$ cat src/rtl/stream_capture_sink.sv
// AXI-Stream capture sink: timestamps each accepted beat, queues {tlast, ts, tdata} records in a FWFT FIFO, keeps beat/packet/stall stats.
// Optional STREAM_CAPTURE_THROTTLE_EN adds LFSR-driven pseudo-random backpressure on s_tready.
module stream_capture_sink #(
    parameter int DATA_WIDTH = 64,
    parameter int DEPTH      = 16,
    parameter int TS_WIDTH   = 32,
    parameter int CNT_WIDTH  = 32
) (
    input  logic                               ap_clk,
    input  logic                               ap_rst,
    input  logic                               enable,
    input  logic [DATA_WIDTH-1:0]              s_tdata,
    input  logic                               s_tvalid,
    input  logic                               s_tlast,
    output logic                               s_tready,
    output logic [DATA_WIDTH+TS_WIDTH:0]       m_rec_data,
    output logic                               m_rec_valid,
    input  logic                               m_rec_ready,
    output logic [CNT_WIDTH-1:0]               beat_count,
    output logic [CNT_WIDTH-1:0]               pkt_count,
    output logic [CNT_WIDTH-1:0]               stall_count,
    output logic [$clog2(DEPTH):0]             fifo_level
);
    localparam int AW = $clog2(DEPTH);
    localparam logic [AW:0]           LVL_FULL = (AW+1)'(DEPTH);
    localparam logic [AW:0]           LVL_ONE  = (AW+1)'(1);
    localparam logic [AW-1:0]         PTR_ONE  = AW'(1);
    localparam logic [TS_WIDTH-1:0]   TS_ONE   = TS_WIDTH'(1);
    localparam logic [CNT_WIDTH-1:0]  CNT_ONE  = CNT_WIDTH'(1);

    typedef struct packed {
        logic                  last;
        logic [TS_WIDTH-1:0]   ts;
        logic [DATA_WIDTH-1:0] data;
    } recordT;

    recordT                mem [DEPTH];
    logic [AW-1:0]         wrPtr, rdPtr;
    logic [AW:0]           level;
    logic [TS_WIDTH-1:0]   timestamp;
    logic [CNT_WIDTH-1:0]  beatCnt, pktCnt, stallCnt;
    logic                  full, push, pop, throttleOk;

`ifdef STREAM_CAPTURE_THROTTLE_EN
    // Fibonacci LFSR x^16+x^14+x^13+x^11+1, right-shifting; bit 0 gates acceptance.
    logic [15:0] lfsr;
    always_ff @(posedge ap_clk) begin
        if (ap_rst) lfsr <= 16'hACE1;
        else        lfsr <= {lfsr[0] ^ lfsr[2] ^ lfsr[3] ^ lfsr[5], lfsr[15:1]};
    end
    assign throttleOk = lfsr[0];
`else
    assign throttleOk = 1'b1;
`endif

    assign full        = (level == LVL_FULL);
    // ap_rst gating keeps s_tready low for the whole reset cycle.
    assign s_tready    = !ap_rst && enable && !full && throttleOk;
    assign m_rec_valid = (level != '0);
    assign m_rec_data  = mem[rdPtr];
    assign push        = s_tvalid && s_tready;
    assign pop         = m_rec_valid && m_rec_ready;

    assign beat_count  = beatCnt;
    assign pkt_count   = pktCnt;
    assign stall_count = stallCnt;
    assign fifo_level  = level;

    always_ff @(posedge ap_clk) begin
        if (ap_rst) timestamp <= '0;
        else        timestamp <= timestamp + TS_ONE;
    end

    always_ff @(posedge ap_clk) begin
        if (ap_rst) begin
            for (int i = 0; i < DEPTH; i++) mem[i] <= '0;
            wrPtr <= '0;
            rdPtr <= '0;
            level <= '0;
        end else begin
            if (push) begin
                mem[wrPtr] <= '{last: s_tlast, ts: timestamp, data: s_tdata};
                wrPtr      <= wrPtr + PTR_ONE;
            end
            if (pop) rdPtr <= rdPtr + PTR_ONE;
            case ({push, pop})
                2'b10:   level <= level + LVL_ONE;
                2'b01:   level <= level - LVL_ONE;
                default: level <= level;
            endcase
        end
    end

    // Statistics saturate at all-ones rather than wrapping.
    always_ff @(posedge ap_clk) begin
        if (ap_rst) begin
            beatCnt  <= '0;
            pktCnt   <= '0;
            stallCnt <= '0;
        end else begin
            if (push && beatCnt != '1)                 beatCnt  <= beatCnt + CNT_ONE;
            if (push && s_tlast && pktCnt != '1)       pktCnt   <= pktCnt + CNT_ONE;
            if (s_tvalid && !s_tready && stallCnt != '1) stallCnt <= stallCnt + CNT_ONE;
        end
    end
endmodule
$ cat config.mk
export PLATFORM = sky130hd
export DESIGN_NAME = stream_capture_sink
export DESIGN_NICKNAME = d
export VERILOG_FILES = /design/src/rtl/stream_capture_sink.sv
export SDC_FILE = /design/constraint.sdc
export NUM_CORES = 2
export LEC_CHECK = 0
export ABC_CLOCK_PERIOD_IN_PS = 10500
export CORE_MARGIN = 4
export CORE_UTILIZATION = 34
export CTS_CLUSTER_DIAMETER = 200
export DETAILED_ROUTE_END_ITERATION = 10
export GPL_TIMING_DRIVEN = 0
export SYNTH_ARGS = -nofsm -noshare
export SYNTH_HDL_FRONTEND = slang
export SYNTH_SLANG_ARGS = --single-unit
export TNS_END_PERCENT = 10
$ cat constraint.sdc
create_clock -name ap_clk -period 10.5 [get_ports ap_clk]
set_clock_uncertainty 0.2 [all_clocks]
set_input_delay 1.05 -clock ap_clk [delete_from_list [all_inputs] [get_ports ap_clk]]
set_output_delay 1.05 -clock ap_clk [all_outputs]
set_load 0.02 [all_outputs]
* Word-level counts from Yosys, hierarchy flattened
Memories as Yosys holds them, arrays and structs flattened. A register that Yosys moved wholly into a read port is not among the register bits.
Cells that the tools add are included.
** Storage, ports and cells
- Bits in registers :: 141
- RAM bits :: 1552
- Bits of input ports :: 70
- Output and inout port bits :: 200
- Logic and storage cells :: 48
- Memories kept :: 1
** Operators by class
- $add $sub $neg :: 8
- Equal/unequal tests :: 6
- Multiplexer cells :: 11
- Reductions and logical operators :: 15
** Memory list
- mem :: depth 16, width 97, rd ports 1, clocked after Yosys merged registers in 1, wr ports 16, RTL line 37 : recordT mem [DEPTH];
** Operator list (number)
- adder 32 x 1 -> 32 bit, second input constant :: 4
- 2-to-1 mux 97 bit :: 1
- OR reduction 97 bit :: 1
- inequality test 32 bit, second input constant :: 3
- 2-to-1 mux 4 bit :: 3
- case mux 5 bit (2 select lines) :: 1
- logical AND 1 bit :: 9
- adder 4 x 1 -> 4 bit, second input constant :: 2
- 2-to-1 mux 1 bit :: 6
- adder 5 x 1 -> 5 bit, second input constant :: 1
- equality test 5 bit, second input constant :: 1
- nonzero test 5 bit :: 1
- subtractor 5 x 1 -> 5 bit, second input constant :: 1
- logical NOT 1 bit :: 3
- equality test 2 x 1 -> 1 bit, second input constant :: 1
- equality test 2 bit, second input constant :: 1
- nonzero test 2 bit :: 1

* Depth between registers and ports, before layout
- Word-level depth :: 9
- Depth in mapped cells :: 14
- Gate-level depth less buffers :: 11

* Worst setup path before layout
No wires, ideal clock.
- Path type :: input to register
- Start :: input ap_rst
- End :: memory mem[15][0] in the netlist's numbering (enable)
- Setup time :: 0.687 ns
- Arrival :: 8.567 ns
- Required time :: 9.613 ns
- Setup slack :: 1.047 ns
- Cell stages on the path :: 4
- Path buffers :: 0
- Path through :: nand2b_4 -> a211oi_2 -> nand2_1 -> o21ai_0
** RTL lines
- start, declared :: RTL line 10 : input logic ap_rst,
- end, declared :: RTL line 37

==> qor.yml <==
run_status:
  status: "complete, but fails checks"
  violations: "capacitance limit, slew limit"
critical_path:
  crit_top_cell: "clkbuf_1"
  start_kind: "register"
  critical-path-slowest-cell: "clkbuf_1"
  critical-path-max-stage-delay_ns: 1.10
  path_max_fanout: 10
  cp-end-kind: "output port"
  critical_path.cell_chain: "clkbuf_1, clkbuf_1, clkbuf_1, mux4_2, mux4_2, clkdlybuf4s50_1"
  crit_family: "buffers and inverters"
  r2r_cells: 9
  critPathBufInv: 4
  critical_path_class: "reg -> out"
  arrival_ns: 5.42
  worstPathRequired_ns: 9.25
  cp.depth: 6
pwr:
  combPwrFrac_pct: 12.3
  leakagePower_nw: 30.14
  ir_drop_uv: 146.7
  pwr-share-seq_pct: 49.2
  power_density_nw_per_um2: 175.0
  swShare_pct: 24.47
  p_clk_share_pct: 38.5
  p_switching_w: 0.003810
  p_int_w: 0.01176
logic_synthesis:
  async_reset_ff_share_pct: 0
  synth_top_area_share_pct: 61.23
  ys_seq_elements: 1697
  ys_top_cells_by_count: "edfxtp_1 (1552), and2_1 (1547), mux4_2 (485), clkbuf_1 (393), dfxtp_1 (145)"
  ys_top_cells_by_area: "edfxtp_1 (61%), mux4_2 (14%), and2_1 (13%), dfxtp_1 (3.8%), clkbuf_1 (1.9%)"
  syn_inst: 4876
  synth_nets: 4959
  synth_enable_flop_cells: 1552
  syn-cell-area_um2: 76120
  synth_warnings: 0
  yosys.area.top_type: "edfxtp_1"
  yosysSeqAreaShare_pct: 65.04
  synth_ff_type: "edfxtp_1"
  synth_area_per_cell_um2: 15.61
  synth.most_common_cell: "edfxtp_1"
  synth_cell_types: 65
place:
  io_buffers: 269
  dp_cells: 8156
  hpwlAfterDp_um: 145200
  place.gp.congestion: 0.8114
drt:
  ant_nets: 0
  drtPass1Iterations: 6
  vias: 43250
  drtIter0Drc: 3980
  vias_per_cell: 5.094
  avgRoutedWirePerCell_um: 24.76
  wirelength_um: 210200
  drc: 0
timing:
  tns_ns: 0
  hold_viol: 0
  setup_violations: 0
  finalCritPeriodShare_pct: 63.52
  max_freq_ghz: 0.1499
  relSlewSlack_pct: -4.862
  finalCriticalPeriod_ns: 6.670
  max_slew.worst_pin.slew_ns: 1.573
  maxSlewViolCount: 26
  rsz0062_at_grt: "false"
cts:
  postCtsResizedCells: 0
  cts_setup_buffers: 0
  cts_buffers: 179
  cts_tree: "yes"
  clock_sinks: 1697
  clk_pin_slew_ns: 0.06
  cts_hold_buf: 0
  worstSkewPairLatency_ns: 0.81
  cts_buffer_depth: 3
  root_buffer: "clkbuf_16"
  htree_levels: 4
die:
  dieArea_um2: 231500
  num_rows: 173
  coreArea_um2: 222500
  die_x_um: 481.2
  ios: 270
  start_util_pct: 34.21
  die_h_um: 481.2
global_route:
  grt_pass1_wl_um: 305500
  grt_util_all_layers_pct: 17.99
  grt-ovfl-total: 0
  grt_pass1_vias: 44130
  grt_max_degree: 51
  antenna_found_initial: 22
cells_and_area:
  nets: 5445
  stdcell_count: 8491
  area_growth_syn_to_layout_pct: 16.86
  fill_cells: 20600
  drive_above_1_share_pct: 14.92
job:
  drv_cap: 3
min_path:
  hold_path_depth: 2
  min_path_type: "reg -> reg"
[stage by stage]
| step | hold WS [ns] | worst slack (ns) | utilization [%] | cell area [um2] | total power (W) |
|---|---|---|---|---|---|
| after CTS | 0.2996 | 3.638 | 39.97 | 88930 | 0.01571 |
| after detailed placement | 0.2839 | 3.761 | 37.53 | 83520 | 0.009758 |
| final | 0.3043 | 3.830 | 39.97 | 88950 | 0.01557 |
| after global routing | 0.3376 | 3.642 | 39.97 | 88940 | 0.01609 |
| after floorplan | 0.2847 | 1.047 | - | 76120 | 0.008917 |
| after global placement | 0.2919 | -9.007 | 37.09 | 82530 | 0.009719 |
[layout make-up]
class / count / area (um2) / share of cell area, %
Antenna cell: 8 / 20.02 / 0.02251
Buffer: 446 / 1722 / 1.935
Clock buffer: 243 / 4865 / 5.469
Clock inverter: 84 / 546.8 / 0.6147
Inverter: 24 / 90.09 / 0.1013
Multi-Input combinational cell: 2709 / 24860 / 27.95
Sequential cell: 1697 / 49510 / 55.66
Tap cell: 2975 / 3722 / 4.185
Timing Repair Buffer: 305 / 3615 / 4.064
[power by group through the flow]
stage               Combinational (W)  Clock [W]  Sequential [W]
floorplan                     0.00112          0         0.00779
global placement              0.00190          0         0.00782
detailed placement            0.00196          0         0.00780
CTS                           0.00197    0.00609         0.00766
global route                  0.00204    0.00637         0.00767
finish                        0.00192    0.00599         0.00765
[registers in the layout, indices dropped and copies added, names as in the netlist, named ones only]
signal,cells
pkt_count,32
wrPtr,4
stall_count,32
fifo_level,5
beat_count,32
mem,1552
timestamp,32
rdPtr,4
[path summary, 6_finish.rpt]
| check | slack, ns | endpoint | from |
|---|---|---|---|
| hold reg to reg | 0.30 | pkt_count[11]$_SDFFE_PP0P_ | pkt_count[11]$_SDFFE_PP0P_ |
| setup reg to reg | 5.01 | mem[10][33]$_SDFFCE_PN0P_ | fifo_level[2]$_SDFFE_PP0P_ |
| hold / removal | 0.30 | pkt_count[11]$_SDFFE_PP0P_ | pkt_count[11]$_SDFFE_PP0P_ |
| setup / recovery | 3.83 | m_rec_data[73] | register |
[routing by layer]
metal	GRT usage, %	share of wire, %	routed length (um)
met5	0	0.033	69
met4	5.143	2.9	6014
met3	4.709	8.6	17980
met2	29.09	48	100000
met1	23.93	41	86130
[layout by cell type, fill, tap and decap left out, drive strengths merged, types with 35 or more instances in the layout]
master / Yosys / routed
a21oi: 73 / 73
and2: 1550 / 1550
buf: 52 / 88
clkbuf: 393 / 636
clkdlybuf4s50: 0 / 269
clkinv: 0 / 69
dfxtp: 145 / 145
edfxtp: 1552 / 1552
mux4: 485 / 485
nand2: 54 / 54
nand3: 45 / 45
nand4: 44 / 44
nor2: 80 / 80
o21ai: 42 / 42
or3: 45 / 45
or4: 35 / 35
[worst register-to-register path, stage by stage, from the launching register on]
cell and delay (ns):
dfxtp_1 0.33, buf_2 0.20, nor4_4 0.10, a211oi_2 0.74, buf_2 0.51, and3_1 0.22, clkbuf_1 1.14, clkbuf_1 0.62
or2_4 0.68, buf_16 0.34
[kinds of logic after synthesis]
group	count (synthesis)	synth area share (%)
AND/OR/NAND/NOR	1966	15.80
flip-flops	1697	65.04
multiplexers	499	14.55
buffers and inverters	470	2.365
AO/OA/AOI/OAI	185	1.506
XOR/XNOR	46	0.5293
adder cells (fa/ha/maj)	13	0.2137
(Power assumes the default switching activity.)
